===== config.mk =====
export PLATFORM = sky130hd
export DESIGN_NAME = exec_status_led_ctrl_flat
export DESIGN_NICKNAME = d
export VERILOG_FILES = /design/src/rtl/exec_status_if.sv /design/src/rtl/exec_status_led_ctrl.sv /design/src/flat_wrapper.sv
export SDC_FILE = /design/constraint.sdc
export NUM_CORES = 1
export LEC_CHECK = 0
export ABC_CLOCK_PERIOD_IN_PS = 2800
export BUFFER_PORTS_ARGS = -buffer_cell sky130_fd_sc_hd__buf_2
export CORE_MARGIN = 1.5
export CORE_UTILIZATION = 45
export DETAILED_ROUTE_END_ITERATION = 8
export GPL_TIMING_DRIVEN = 0
export HOLD_SLACK_MARGIN = 0.15
export PLACE_DENSITY = 0.74
export SKIP_CTS_REPAIR_TIMING = 1
export SLEW_MARGIN = 10
export SYNTH_ARGS = -nofsm -noshare
export SYNTH_HDL_FRONTEND = slang
export SYNTH_SLANG_ARGS = --single-unit

===== constraint.sdc =====
create_clock -name clk_i -period 2.8 [get_ports clk_i]
set_input_delay 0 -clock clk_i [delete_from_list [all_inputs] [get_ports clk_i]]
set_output_delay 0 -clock clk_i [all_outputs]
set_load 0.1 [all_outputs]

===== src/rtl/exec_status_if.sv =====
// Core-side execution events that feed the status reporter.
// The core (or the bench) drives the master side and the reporter samples the slave side.
interface exec_status_if;
    logic instr_valid;
    logic illegal_insn;
    logic exit_valid;

    modport master (
        output instr_valid,
        output illegal_insn,
        output exit_valid
    );

    modport slave (
        input instr_valid,
        input illegal_insn,
        input exit_valid
    );
endinterface


===== src/rtl/exec_status_led_ctrl.sv =====
// Turns core execution events into sticky terminal states and drives the board LEDs.
// LED/done outputs trail the state register by one edge so every output comes straight from a flop.
module exec_status_led_ctrl #(
    parameter int unsigned ILLEGAL_MASK_CYCLES = 6,
    parameter int unsigned TIMEOUT_CYCLES      = 20000000,
    parameter int unsigned HB_DIV_LOG2         = 22,
    parameter int unsigned CNT_W               = 32
) (
    input  logic              clk_i,
    input  logic              rst_ni,
    exec_status_if.slave      ev_if,
    output logic [7:0]        led_o,
    output logic              done_o,
    output logic [CNT_W-1:0]  cycle_cnt_o
);

    localparam logic [1:0] ST_RUN          = 2'd0;
    localparam logic [1:0] ST_EXIT_VALID   = 2'd1;
    localparam logic [1:0] ST_EXIT_ILLEGAL = 2'd2;
    localparam logic [1:0] ST_EXIT_TIMEOUT = 2'd3;

    localparam int unsigned MASK_W = (ILLEGAL_MASK_CYCLES > 0) ? $clog2(ILLEGAL_MASK_CYCLES + 1) : 1;
    localparam logic [MASK_W-1:0]      MASK_LIMIT   = MASK_W'(ILLEGAL_MASK_CYCLES);
    localparam logic [MASK_W-1:0]      MASK_ONE     = MASK_W'(1);
    localparam logic [HB_DIV_LOG2-1:0] HB_ONE       = HB_DIV_LOG2'(1);
    localparam logic [CNT_W-1:0]       CNT_ONE      = CNT_W'(1);
    localparam bit                     TIMEOUT_EN   = (TIMEOUT_CYCLES != 0);
    localparam logic [CNT_W-1:0]       TIMEOUT_LAST = CNT_W'(TIMEOUT_CYCLES - 32'd1);

    logic [1:0]             state_q, state_d;
    logic [MASK_W-1:0]      mask_cnt_q, mask_cnt_d;
    logic [HB_DIV_LOG2-1:0] hb_q, hb_d;
    logic [CNT_W-1:0]       cnt_q, cnt_d;
    logic [7:0]             led_q, led_d;
    logic                   done_q, done_d;

    logic mask_active_s;
    logic illegal_evt_s;
    logic timeout_evt_s;
    logic in_run_s;

    assign in_run_s      = (state_q == ST_RUN);
    assign mask_active_s = (mask_cnt_q < MASK_LIMIT);
    assign illegal_evt_s = ev_if.instr_valid & ev_if.illegal_insn & ~mask_active_s;
    assign timeout_evt_s = TIMEOUT_EN & (cnt_q == TIMEOUT_LAST);

    // Next state: EXIT states are sticky; simultaneous events resolve illegal > valid > timeout.
    always_comb begin
        state_d = state_q;
        if (in_run_s) begin
            if (illegal_evt_s) begin
                state_d = ST_EXIT_ILLEGAL;
            end else if (ev_if.exit_valid) begin
                state_d = ST_EXIT_VALID;
            end else if (timeout_evt_s) begin
                state_d = ST_EXIT_TIMEOUT;
            end else begin
                state_d = ST_RUN;
            end
        end else begin
            state_d = state_q;
        end
    end

    // Counters: mask window saturates, cycle count saturates and freezes on exit, heartbeat clears on exit.
    always_comb begin
        mask_cnt_d = mask_cnt_q;
        hb_d       = hb_q;
        cnt_d      = cnt_q;
        if (mask_active_s) begin
            mask_cnt_d = mask_cnt_q + MASK_ONE;
        end else begin
            mask_cnt_d = mask_cnt_q;
        end
        if (in_run_s) begin
            hb_d = hb_q + HB_ONE;
            if (&cnt_q) begin
                cnt_d = cnt_q;
            end else begin
                cnt_d = cnt_q + CNT_ONE;
            end
        end else begin
            hb_d  = '0;
            cnt_d = cnt_q;
        end
    end

    // LED image of the current state; heartbeat bit taken from the incremented count.
    always_comb begin
        led_d  = 8'h00;
        done_d = 1'b0;
        case (state_q)
            ST_RUN: begin
                led_d[0] = hb_d[HB_DIV_LOG2-1];
                led_d[1] = 1'b1;
            end
            ST_EXIT_TIMEOUT: begin
                led_d[4] = 1'b1;
                done_d   = 1'b1;
            end
            ST_EXIT_ILLEGAL: begin
                led_d[5] = 1'b1;
                done_d   = 1'b1;
            end
            ST_EXIT_VALID: begin
                led_d[6] = 1'b1;
                done_d   = 1'b1;
            end
            default: begin
                led_d  = 8'h00;
                done_d = 1'b0;
            end
        endcase
        led_d[2] = mask_active_s;
        led_d[3] = 1'b0;
        led_d[7] = done_d;
    end

    // State and output registers.
    always_ff @(posedge clk_i or negedge rst_ni) begin
        if (!rst_ni) begin
            state_q    <= ST_RUN;
            mask_cnt_q <= '0;
            hb_q       <= '0;
            cnt_q      <= '0;
            led_q      <= 8'h02;
            done_q     <= 1'b0;
        end else begin
            state_q    <= state_d;
            mask_cnt_q <= mask_cnt_d;
            hb_q       <= hb_d;
            cnt_q      <= cnt_d;
            led_q      <= led_d;
            done_q     <= done_d;
        end
    end

    assign led_o       = led_q;
    assign done_o      = done_q;
    assign cycle_cnt_o = cnt_q;

endmodule


===== src/flat_wrapper.sv =====
// flat-port wrapper written by rule: the top's interface ports become plain ports
module exec_status_led_ctrl_flat 
#(
    parameter int unsigned ILLEGAL_MASK_CYCLES = 6,
    parameter int unsigned TIMEOUT_CYCLES      = 20000000,
    parameter int unsigned HB_DIV_LOG2         = 22,
    parameter int unsigned CNT_W               = 32
)
  (clk_i, rst_ni, led_o, done_o, cycle_cnt_o, ev_if_instr_valid, ev_if_illegal_insn, ev_if_exit_valid);
  exec_status_if ev_if_i ();
  input  logic clk_i;
  input  logic rst_ni;
  output logic [7:0] led_o;
  output logic done_o;
  output logic [CNT_W-1:0] cycle_cnt_o;
  input wire logic [$bits(ev_if_i.instr_valid)-1:0] ev_if_instr_valid;
  input wire logic [$bits(ev_if_i.illegal_insn)-1:0] ev_if_illegal_insn;
  input wire logic [$bits(ev_if_i.exit_valid)-1:0] ev_if_exit_valid;
  assign ev_if_i.instr_valid = ev_if_instr_valid;
  assign ev_if_i.illegal_insn = ev_if_illegal_insn;
  assign ev_if_i.exit_valid = ev_if_exit_valid;
  exec_status_led_ctrl #(.ILLEGAL_MASK_CYCLES(ILLEGAL_MASK_CYCLES), .TIMEOUT_CYCLES(TIMEOUT_CYCLES), .HB_DIV_LOG2(HB_DIV_LOG2), .CNT_W(CNT_W)) u_core (.clk_i(clk_i), .rst_ni(rst_ni), .ev_if(ev_if_i), .led_o(led_o), .done_o(done_o), .cycle_cnt_o(cycle_cnt_o));
endmodule

---- Yosys cells after proc, flatten, opt, wreduce, memory -nomap -nowiden ----
Cells that the tools add are included.
cells by class
  $add $sub $neg .......................... 3
  multiply operators ...................... 0
  divide/modulo/power cells ............... 0
  $lt $le $gt $ge ......................... 1
  equal/unequal tests ..................... 4
  shift operators ......................... 0
  mux-type cells .......................... 9
  bitwise operators ....................... 4
  reduce and logical (&&, ||, !) cells .... 4
operator list
  kind                     count
  $add A32 B1 Y32 const B  1
  $eq A32 B25 Y1 const B   1
  $reduce_and A32 Y1       1
  $add A22 B1 Y22 const B  1
  $mux W22                 1
  $mux W2                  4
  $eq A2 B2 Y1 const B     2
  $mux W1                  4
  $add A3 B1 Y3 const B    1
  $lt A3 B3 Y1 const B     1
  $reduce_or A3 Y1         1
  $and A1 B1 Y1            2
  $eq A2 B1 Y1 const B     1
  $logic_not A2 Y1         1
  $not A1 Y1               2
  $reduce_and A2 Y1        1
word-level totals
  register bits after elaboration ......... 67
  bits in latches ......................... 0
  memory bits (writable) .................. 0
  memory bits (read-only) ................. 0
  bits of input ports ..................... 5
  output and inout bits ................... 41
  word-level logic and storage cells ...... 31
  memories kept ........................... 0

---- Logic depth before layout (Yosys ltp) ----
  word-level depth ........................ 4
  gate-level depth with buffers ........... 7
  depth with buffers taken out ............ 6

---- Worst setup path before layout ----
OpenSTA, ideal clock, no wires.
  path type ............................... register to register
  start ................................... register u_core.cnt_q[0], in the netlist u_core.cycle_cnt_o[0]
  end ..................................... register u_core.cnt_q[14], in the netlist u_core.cycle_cnt_o[14]
  library setup time ...................... 0.160 ns
  arrival ................................. 2.377 ns
  data required time ...................... 2.640 ns
  setup slack ............................. 0.263 ns
  cell stages (with the launch flop) ...... 7
  buffers on the path ..................... 0
  clock period less this slack ............ 2.537 ns
  cells stage by stage .................... dfrtp_1 -> ha_1 -> nand3_1 -> or4_4 -> a31oi_4 -> nand4_1 -> xnor2_1
on the way
  word-level cells in the longest chain between the ends .. 3
  elaborated cells on any way between the ends .. 4
  classes of those cells .................. 1 x add/sub; 1 x bitwise; 2 x reduce/logical
RTL lines
  what                                                     RTL line                     RTL
  from (decl)                                              exec_status_led_ctrl.sv:33   logic [CNT_W-1:0] cnt_q, cnt_d;
  from (signal assigned)                                   exec_status_led_ctrl.sv:132  cnt_q <= cnt_d;
  branches (longest 3 deep; another with $add A32 B1 Y32)  n/a
Parallel ways; which one is timed is not known.
A chain may end at the register's enable or synchronous reset.

---- Final worst setup path ----
  start ................................... register u_core.cnt_q[8], in the netlist u_core.cycle_cnt_o[8]
  end ..................................... register u_core.state_q[0]
on the way
  word-level cells in the longest chain between the ends .. 4
RTL lines
  what                  RTL line                     RTL
  $eq A32 B25 Y1        exec_status_led_ctrl.sv:45   assign timeout_evt_s = TIMEOUT_EN & (cnt_q == TIMEOUT_LAST);
  $mux W2               exec_status_led_ctrl.sv:55   end else if (timeout_evt_s) begin
  $mux W2               exec_status_led_ctrl.sv:53   end else if (ev_if.exit_valid) begin
  $mux W2               exec_status_led_ctrl.sv:51   if (illegal_evt_s) begin
  to (signal assigned)  exec_status_led_ctrl.sv:129  state_q <= state_d;
  to (decl)             exec_status_led_ctrl.sv:30   logic [1:0] state_q, state_d;
No other way between the ends.

==> qor.txt <==
status: finished clean
TritonCTS buffer count: 9
Max Cap Viol: 0
Post-DP HPWL: 4390 um
normalized max-slew margin: 0.457
Total Routing Usage GR: 0.190
crit path max fanout: 8
fin cells: 443
Post-Synthesis Net Count: 306
grt met2 use: 0.288
Setup Skew: 0.00825 ns
largest net degree at the start of global routing: 66
GRT overflow: 0
hold_ws: 0.290 ns
Ports: 46
number of global-route vias before repair: 2,281
Critical Path AT: 2.56 ns
DR iter-0 viols: 133
Die ar.: 7390 um^2
Crit. End Element: flip-flop
top cell type's share of synthesized area: 0.517
post-route cell area: 3650 um^2
worst setup margin: 0.514 ns
Core Area: 6720 um^2
Clock Sinks: 65
GRT busiest layer: met2
Hold Crit Class: input port to async pin
prevailing post-synth register cell: dfrtp_1
layout cells sized above 1: 0.187
Synth Instances: 298
Worst path slowest cell: dlygate4sd3_1
syn_area_per_cell: 10.4 um^2
number of synthesized flops with an enable pin: 0
vias per std cell: 5.41
WP buf/inv: 1
crit-path max cell delay: 0.54 ns
fmax: 0.437 GHz
Mapped Area: 3100 um^2
Area Overhead vs Synth: 17.9%
post-DR wirelength/cell: 14.6 um
H-tree Lvls: 3
Netlist cell types: 38
Tot Pwr: 1.79 mW
Die Y: 85.9 um
met3 Track Usage GR: 0.0375
Placed Instances: 422
kind of critical path: flip-flop to flip-flop
ranking of synthesized cells by area: dfrtp_1, xnor2_1, xor2_1
dominant cell type by area after synthesis: dfrtp_1
met1 usage: 0.255
dpl cell area: 3420 um^2
Yosys warning total: 0
RSZ-0062 raised after global routing: no
Initial Util: 0.461
Root Driver: clkbuf_8
leakage power: 1.62 nW
Clk pin slew, worst setup/hold paths: 0.07 ns
filler instances: 606
ant diodes: 0
first-pass GRT wire length: 10,900 um
Vias: 2,397
initial antenna violation count: 0
setup TNS: 0 ns
#FFs+latches synth: 65
WL final: 6470 um
post-place setup slack: 0.686 ns
part of the cycle the worst path needs: 0.816
Critical Path RT: 3.08 ns
FF+latch area: 1630 um^2
Final setup viols: 0
Max Slew Vio Count: 0
crit start category: flip-flop
Routability Congestion: 0.801
die width: 85.9 um
Reg2Reg Depth: 6
CP cell instances: nor4b_1 > nand4_1 > nor4_1 > o21ai_0 > nand2b_1 > dlygate4sd3_1
fraction of registers with async set/reset: 1.00
CP delay by family, top: simple AND/OR/NAND/NOR gates
drt pass-1 iters: 4
Site Rows: 30
Final Hold Vio Count: 0
CTS max path bufs: 2
post-route ant nets: 0
DRC errors left: 0
Tmin final: 2.29 ns
count of input and output buffers: 44
worst vdd ir: 0.000265 V
post-layout util: 0.543
CTS tree: yes
worst slew pin tran: 0.815 ns
Clock Latency Late Sink: 0.34 ns
Worst path depth: 6
Final #Nets: 366
register area share after synthesis: 0.526
P per Cell Area: 489 nW/um^2
area occupied by multi-input gates: 1390 um^2
## sequential cells by signal (all words and copies together) (netlist names)
name                cells
u_core.hb_q            21
u_core.cycle_cnt_o     32
u_core.led_o            7
u_core.state_q          2
u_core.mask_cnt_q       3
## cell usage in the layout, fill, tap and decap left out, drive strengths merged, types with 7 or more instances in the layout
cell type	count
dfrtp	64
buf	48
xnor2	28
nor2	28
nand3	23
nand2	22
nand4	18
clkbuf	17
xor2	15
nor3	10
and3	9
o21ai	8
nor4	8
a21oi	7
## worst reg2reg max path, cell delays in order, from the launching register on
cell,delay [ns]
dfrtp_1,0.48
nor4b_1,0.37
nand4_1,0.21
nor4_1,0.41
o21ai_0,0.14
nand2b_1,0.08
dlygate4sd3_1,0.54
## cell usage after synthesis, types with 2 or more instances
library cell and count:
a21oi_1 7, and2_1 5, and3_1 9, and4_1 6
buf_4 3, clkbuf_1 5, dfrtp_1 64, ha_1 3
inv_1 6, mux2_1 2, nand2_1 22, nand2b_1 4
nand3_1 23, nand4_1 17, nor2_1 28, nor2b_1 3
nor3_1 9, nor4_1 7, nor4b_1 4, o21ai_0 8
or3_1 5, xnor2_1 28, xor2_1 15
## kinds of logic after synthesis
group | after synthesis | share of synthesized area
AO/OA/AOI/OAI | 19 | 0.0388
XOR/XNOR | 43 | 0.122
adder cells (fa/ha/maj) | 3 | 0.0121
buffers and inverters | 15 | 0.0243
flip-flops | 65 | 0.526
multiplexers | 2 | 0.00728
other | 1 | 0.00121
AND/OR/NAND/NOR | 150 | 0.269
## power breakdown
group,total (mW),internal (mW),switching (mW)
Combinational,0.0852,0.0157,0.0695
Clock,0.751,0.408,0.343
Sequential,0.949,0.944,0.00540
Total,1.79,1.37,0.418
## worst paths after layout
path                                        from                      to  slack, ns
max reg2reg                u_core.cycle_cnt_o[8]       u_core.state_q[0]       0.51
min reg2reg                 u_core.mask_cnt_q[0]    u_core.mask_cnt_q[0]       0.48
min in group clk_i          u_core.mask_cnt_q[0]    u_core.mask_cnt_q[0]       0.48
max in group asynchronous                 rst_ni  u_core.cycle_cnt_o[30]       1.97
min                                       rst_ni         u_core.led_o[7]       0.29
max                        u_core.cycle_cnt_o[8]       u_core.state_q[0]       0.51
## metal layers
layer / vias up / routed length (um)
li1: 1167 / -
met1: 1168 / 2990
met2: 44 / 3040
met3: 18 / 201
met4: 0 / 242
met5: - / 0
## final cells by class
cell class,count,area share
plain buffers,9,0.0144
clock inverters,4,0.0123
flip-flops and latches,65,0.446
repair buffers,49,0.0748
clock buffers,12,0.0370
inverters,6,0.00617
well taps,80,0.0274
multi-input cells,218,0.382
(Power assumes the default switching activity.)
